## src/rtl/exc_ctrl.sv

```systemverilog
// exc_ctrl: arbitrates exception/interrupt/ERET into CP0 update, flush and PC redirect
module exc_ctrl #(
    parameter logic [31:0] HANDLER_PC = 32'h0000_4180,
    parameter int DRAIN_CYCLES = 2,
    parameter int SYNC_STAGES = 2
) (
    input  logic        clk,
    input  logic        reset,
    input  logic        m_valid,
    input  logic [4:0]  m_exc_code,
    input  logic [31:0] m_pc,
    input  logic        m_bd,
    input  logic        m_eret,
    input  logic [5:0]  hw_int,
    input  logic [31:0] sr,
    input  logic [31:0] epc,
    output logic        cp0_req,
    output logic [4:0]  cp0_exc_code,
    output logic [31:0] cp0_epc,
    output logic        cp0_bd,
    output logic        exl_clr,
    output logic        flush,
    output logic        redirect_valid,
    output logic [31:0] redirect_pc,
    output logic [5:0]  int_sync,
    output logic        busy,
    output logic        exc_dropped
);
    typedef enum logic [1:0] {IDLE, REDIRECT, DRAIN} state_t;
    state_t state, state_n;
    logic [3:0] cnt;
    logic [6*SYNC_STAGES-1:0] sync_q;
    logic ev, exc, irq, ret;
    logic cp0_req_d, exl_clr_d, drop_d, bd_d;
    logic [4:0] code_d;
    logic [31:0] epc_d, rpc_d;
    logic unused_sr;
    assign int_sync = sync_q[6*SYNC_STAGES-1 -: 6];
    assign busy = state != IDLE;
    assign unused_sr = ^{sr[31:16], sr[9:2]};
    assign ev = state == IDLE && m_valid;
    assign exc = ev && m_exc_code != 5'd0 && !sr[1];
    assign irq = ev && (|(int_sync & sr[15:10])) && sr[0] && !sr[1];
    assign ret = ev && m_eret && m_exc_code == 5'd0;
    always_ff @(posedge clk) begin
        if (!reset) state <= IDLE;
        else state <= state_n;
    end
    // an unreachable encoding falls back to IDLE rather than locking up
    always_comb begin
        state_n = state == IDLE ? ((exc || irq || ret) ? REDIRECT : IDLE)
                : state == REDIRECT ? DRAIN
                : (state == DRAIN && cnt != 4'd1) ? DRAIN : IDLE;
    end
    always_comb begin
        cp0_req_d = exc || irq;
        exl_clr_d = ret && !exc && !irq;
        drop_d = ev && m_exc_code != 5'd0 && sr[1];
        code_d = exc ? m_exc_code : irq ? 5'd0 : cp0_exc_code;
        epc_d = (exc || irq) ? (m_bd ? m_pc - 32'd4 : m_pc) : cp0_epc;
        bd_d = (exc || irq) ? m_bd : cp0_bd;
        rpc_d = (exc || irq) ? HANDLER_PC : ret ? epc : redirect_pc;
    end
    always_ff @(posedge clk) begin
        if (!reset) begin
            sync_q <= '0;
            cnt <= '0;
            cp0_req <= 1'b0;
            exl_clr <= 1'b0;
            exc_dropped <= 1'b0;
            cp0_exc_code <= '0;
            cp0_epc <= '0;
            cp0_bd <= 1'b0;
            redirect_pc <= '0;
            flush <= 1'b0;
            redirect_valid <= 1'b0;
        end else begin
            sync_q <= {sync_q[6*SYNC_STAGES-7:0], hw_int};
            cnt <= state == REDIRECT ? 4'(DRAIN_CYCLES) : state == DRAIN ? cnt - 4'd1 : cnt;
            cp0_req <= cp0_req_d;
            exl_clr <= exl_clr_d;
            exc_dropped <= drop_d;
            cp0_exc_code <= code_d;
            cp0_epc <= epc_d;
            cp0_bd <= bd_d;
            redirect_pc <= rpc_d;
            flush <= state_n != IDLE;
            redirect_valid <= state_n == REDIRECT;
        end
    end
endmodule

```

## config.mk

```make
export PLATFORM = sky130hd
export DESIGN_NAME = exc_ctrl
export DESIGN_NICKNAME = d
export VERILOG_FILES = /design/src/rtl/exc_ctrl.sv
export SDC_FILE = /design/constraint.sdc
export NUM_CORES = 1
export LEC_CHECK = 0
export CAP_MARGIN = 20
export CORE_AREA = 10 10 124 98
export DETAILED_ROUTE_END_ITERATION = 8
export DIE_AREA = 0 0 134 108
export PLACE_DENSITY = 0.88
export SETUP_SLACK_MARGIN = 0.05
export SLEW_MARGIN = 20
export SYNTH_ARGS = -nofsm -noshare
export SYNTH_HDL_FRONTEND = slang
export SYNTH_SLANG_ARGS = --single-unit
```

## constraint.sdc

```tcl
create_clock -name clk -period 2.98 [get_ports clk]
set_clock_uncertainty 0.1 [all_clocks]
set_input_delay 0.596 -clock clk [delete_from_list [all_inputs] [get_ports clk]]
set_output_delay 0.596 -clock clk [all_outputs]
set_load 0.03 [all_outputs]
```

==> flow_metrics.py <==
metrics = {
    "timing": {
        "worst_pin_slew_ns": 0.540,
        "rsz0062_at_grt": "false",
        "hold_violations": 0,
        "report.final.slew_viol_count": 0,
        "final.period_utilization_pct": 89.9,
        "max_freq_ghz": 0.373,
        "fin_crit_ns": 2.68,
        "layout_setup_ws_ns": 0.301,
        "setup_viol": 0,
        "slew_headroom_pct": 63.6,
        "fin_tns_setup_ns": 0,
    },
    "worst_setup_path": {
        "crit_path_cell_trace": "clkdlybuf4s50_1, or4_4, or4_4, nor4_1, xor2_1, a22o_1",
        "r2r_end": "cp0_epc[11]",
        "cp_slowest_cell": "or4_4",
        "critPathMaxStageDelay_ns": 0.57,
        "worst_r2r_path_depth": 10,
        "regToRegSetupSlack_ns": 0.49,
        "arrival_ns": 2.81,
        "worstSetupEndpointType": "register",
        "required_ns": 3.11,
        "crit_path_start_kind": "primary input",
        "critical_path_class": "primary input to register",
        "cpMostUsedCell": "or4_4",
        "cp_max_fo": 9,
        "r2r_start": "state[1]",
    },
    "status": {
        "run_status": "completed",
    },
    "clock_network": {
        "root_buffer": "clkbuf_16",
        "cts_buffers": 9,
        "cts_sinks": 93,
        "clkLatencyLatePin_ns": 0.33,
        "clk_pin_slew_worst_paths_ns": 0.07,
        "post_cts_buffers": 0,
        "clock_path_buffers": 2,
        "htree_levels": 3,
        "cts_tree": "yes",
        "hold_buffers": 0,
        "cts.repair.resized": 0,
    },
    "layout": {
        "nNetsFinal": 686,
        "multi_input_area_um2": 1660,
        "fillers": 834,
        "design_area_um2": 5870,
        "area_delta_synth_final_pct": 58.5,
        "fin_cells": 709,
        "register_area_um2": 1860,
        "diodes": 0,
        "drive_gt1_share_pct": 6.81,
    },
    "pwr": {
        "clock_power_share_pct": 37.5,
        "power.density_nw_per_um2": 490,
        "p_sw_mw": 0.746,
        "p_leak_nw": 2.16,
        "power_frac_comb_pct": 16.7,
        "ir_drop_mv": 0.303,
        "finalPower_mw": 2.88,
        "p_int_mw": 2.13,
        "switching_share_pct": 25.9,
        "sequentialPowerShare_pct": 45.9,
    },
    "route": {
        "drt_wl_total_um": 11900,
        "ant_nets": 0,
        "vias": 3502,
        "avgViaCountPerCell": 4.94,
        "drtIter0Drc": 178,
        "drc": 0,
        "firstDrtPassIters": 4,
        "wire_per_inst_um": 16.7,
    },
    "grt": {
        "first_global_vias": 3667,
        "grt_pass1_wl_um": 18800,
        "gr-usage-met1_pct": 17.5,
        "met3_usage_pct": 7.69,
        "use_met2_pct": 27.2,
        "grt_max_degree": 38,
        "antenna_found_initial": 0,
        "global_route.overflow_total": 0,
        "grtUsageTotal_pct": 16.0,
        "grt-busiest-layer": "met2",
    },
    "synthesis": {
        "synthArstFlopShare_pct": 0,
        "yosysSeqAreaShare_pct": 50.2,
        "synth_cell_types": 39,
        "ys.flop_type": "dfxtp_1",
        "ys.warnings.count": 0,
        "syn-num-nets": 517,
        "synth-edff-count": 0,
        "synthCells": 399,
        "netlist_area_um2": 3710,
        "ys_seq_elements": 93,
        "syn_area_per_cell_um2": 9.29,
    },
    "job": {
        "cap_violations": 0,
    },
    "die": {
        "die_area_um2": 14500,
        "pin_count": 194,
        "chipWidth_um": 134,
        "initial_utilization_pct": 37.5,
        "row_count": 32,
        "die_h_um": 108,
        "core_um2": 9890,
    },
    "min_path": {
        "worst_hold_path_type": "register to register",
        "hold_end": "sync_q[10]",
        "hold_start": "sync_q[4]",
        "hold_depth": 1,
    },
    "placed_design": {
        "dpl.hpwl_um": 9300,
        "placed_cell_area_um2": 5590,
        "portBuffers": 169,
        "preCtsSetupSlack_ns": -0.0521,
        "placed_cells": 693,
        "place_congestion": 0.808,
    },
}
## cell usage in the layout (no fill, tap or decap), types with 2 or more instances in the layout
cell type / netlist / routed
a22oi_1: 3 / 3
dfxtp_1: 93 / 93
buf_4: 6 / 14
xor2_1: 22 / 22
xnor2_1: 9 / 9
inv_1: 11 / 11
a22o_1: 35 / 35
or2_2: 2 / 2
clkdlybuf4s50_1: 0 / 169
nor3_1: 10 / 10
or3_1: 3 / 3
or4_1: 2 / 2
a31oi_1: 5 / 5
inv_6: 0 / 2
ha_1: 6 / 6
or4_4: 2 / 2
nor3b_1: 3 / 3
nand2_1: 73 / 73
a21oi_1: 32 / 32
nand3_1: 3 / 3
nand4_1: 4 / 4
clkinvlp_4: 0 / 2
buf_12: 0 / 3
nor4b_1: 2 / 2
clkbuf_16: 0 / 9
nor2_1: 11 / 11
and2_1: 14 / 14
nor4_1: 13 / 13
## cells by family after synthesis
group,count (synthesis),synth area share [%]
muxes,1,0.270
and+or+nand+nor,147,19.5
adders and majority gates,6,2.03
xor gates and xnor gates,31,7.33
DFF,93,50.2
AOI/OAI and AO/OA,82,15.6
buffers and inverters,39,5.03
## registers in the layout, indices dropped and copies added, names as in the netlist, 2 cells and up
name / count
cp0_epc: 32
redirect_pc: 32
sync_q: 12
cp0_exc_code: 5
cnt: 4
state: 2
## critical path: cells and delay by family
| kind | cells | cell delay (ns) |
|---|---|---|
| buffers and inverters | 1 | 0.42 |
| XOR/XNOR | 1 | 0.12 |
| AND/OR/NAND/NOR | 3 | 1.47 |
| AO/OA/AOI/OAI | 1 | 0.21 |
## through the flow
stage / hold WS (ns) / util [%]
4_1_cts: 0.332 / 59.4
5_1_grt: 0.353 / 59.4
3_5_place_dp: 0.318 / 56.5
6_report: 0.333 / 59.4
3_3_place_gp: 0.318 / 56.5
2_1_floorplan: 0.312 / -
## power by group through the flow
stage	Sequential [mW]	Clock, mW	Combinational, mW
finish	1.32	1.08	0.480
CTS	1.32	1.11	0.482
floorplan	1.42	0	0.137
global route	1.33	1.16	0.511
global placement	1.35	0	0.470
detailed placement	1.35	0	0.479
## cell type report
| class | count | area share [%] |
|---|---|---|
| Tap cell | 136 | 2.90 |
| Inverter | 11 | 0.703 |
| Timing Repair Buffer | 186 | 31.6 |
| Clock buffer | 10 | 4.07 |
| Sequential cell | 93 | 31.7 |
| Clock inverter | 6 | 0.788 |
| Multi-Input combinational cell | 267 | 28.2 |
## routing by layer
layer | wire (um) | share of wire (%) | vias to the layer above
met1 | 4840 | 41 | 1644
li1 | - | - | 1722
met4 | 137 | 1.2 | 0
met5 | 0 | 0 | -
met3 | 1120 | 9.4 | 14
met2 | 5780 | 49 | 122
## worst max path at each step
stage             start  slack [ns]     endpoint  cells after the start
2_1_floorplan  m_pc[18]        0.44  cp0_epc[31]                      6
3_3_place_gp   m_pc[18]      0.0001  cp0_epc[31]                      6
3_5_place_dp   m_pc[18]       -0.05  cp0_epc[31]                      6
4_1_cts        m_pc[18]        0.32  cp0_epc[31]                      6
5_1_grt         m_pc[2]        0.18  cp0_epc[28]                     10
6_report       m_pc[18]        0.30  cp0_epc[25]                      6
## synthesized netlist by cell type (3+ instances only)
library cell,n,area share (%)
a21oi_1,32,4.3
a22o_1,35,8.3
a22oi_1,3,0.61
a31oi_1,5,0.84
and2_1,14,2.4
buf_2,8,1.1
buf_4,6,1.2
clkbuf_1,13,1.3
dfxtp_1,93,50
ha_1,6,2.0
inv_1,11,1.1
nand2_1,73,7.4
nand3_1,3,0.41
nand4_1,4,0.68
nor2_1,11,1.1
nor3_1,10,1.4
nor3b_1,3,0.61
nor4_1,13,2.2
or3_1,3,0.51
xnor2_1,9,2.1
xor2_1,22,5.2
(Power assumes the default switching activity.)
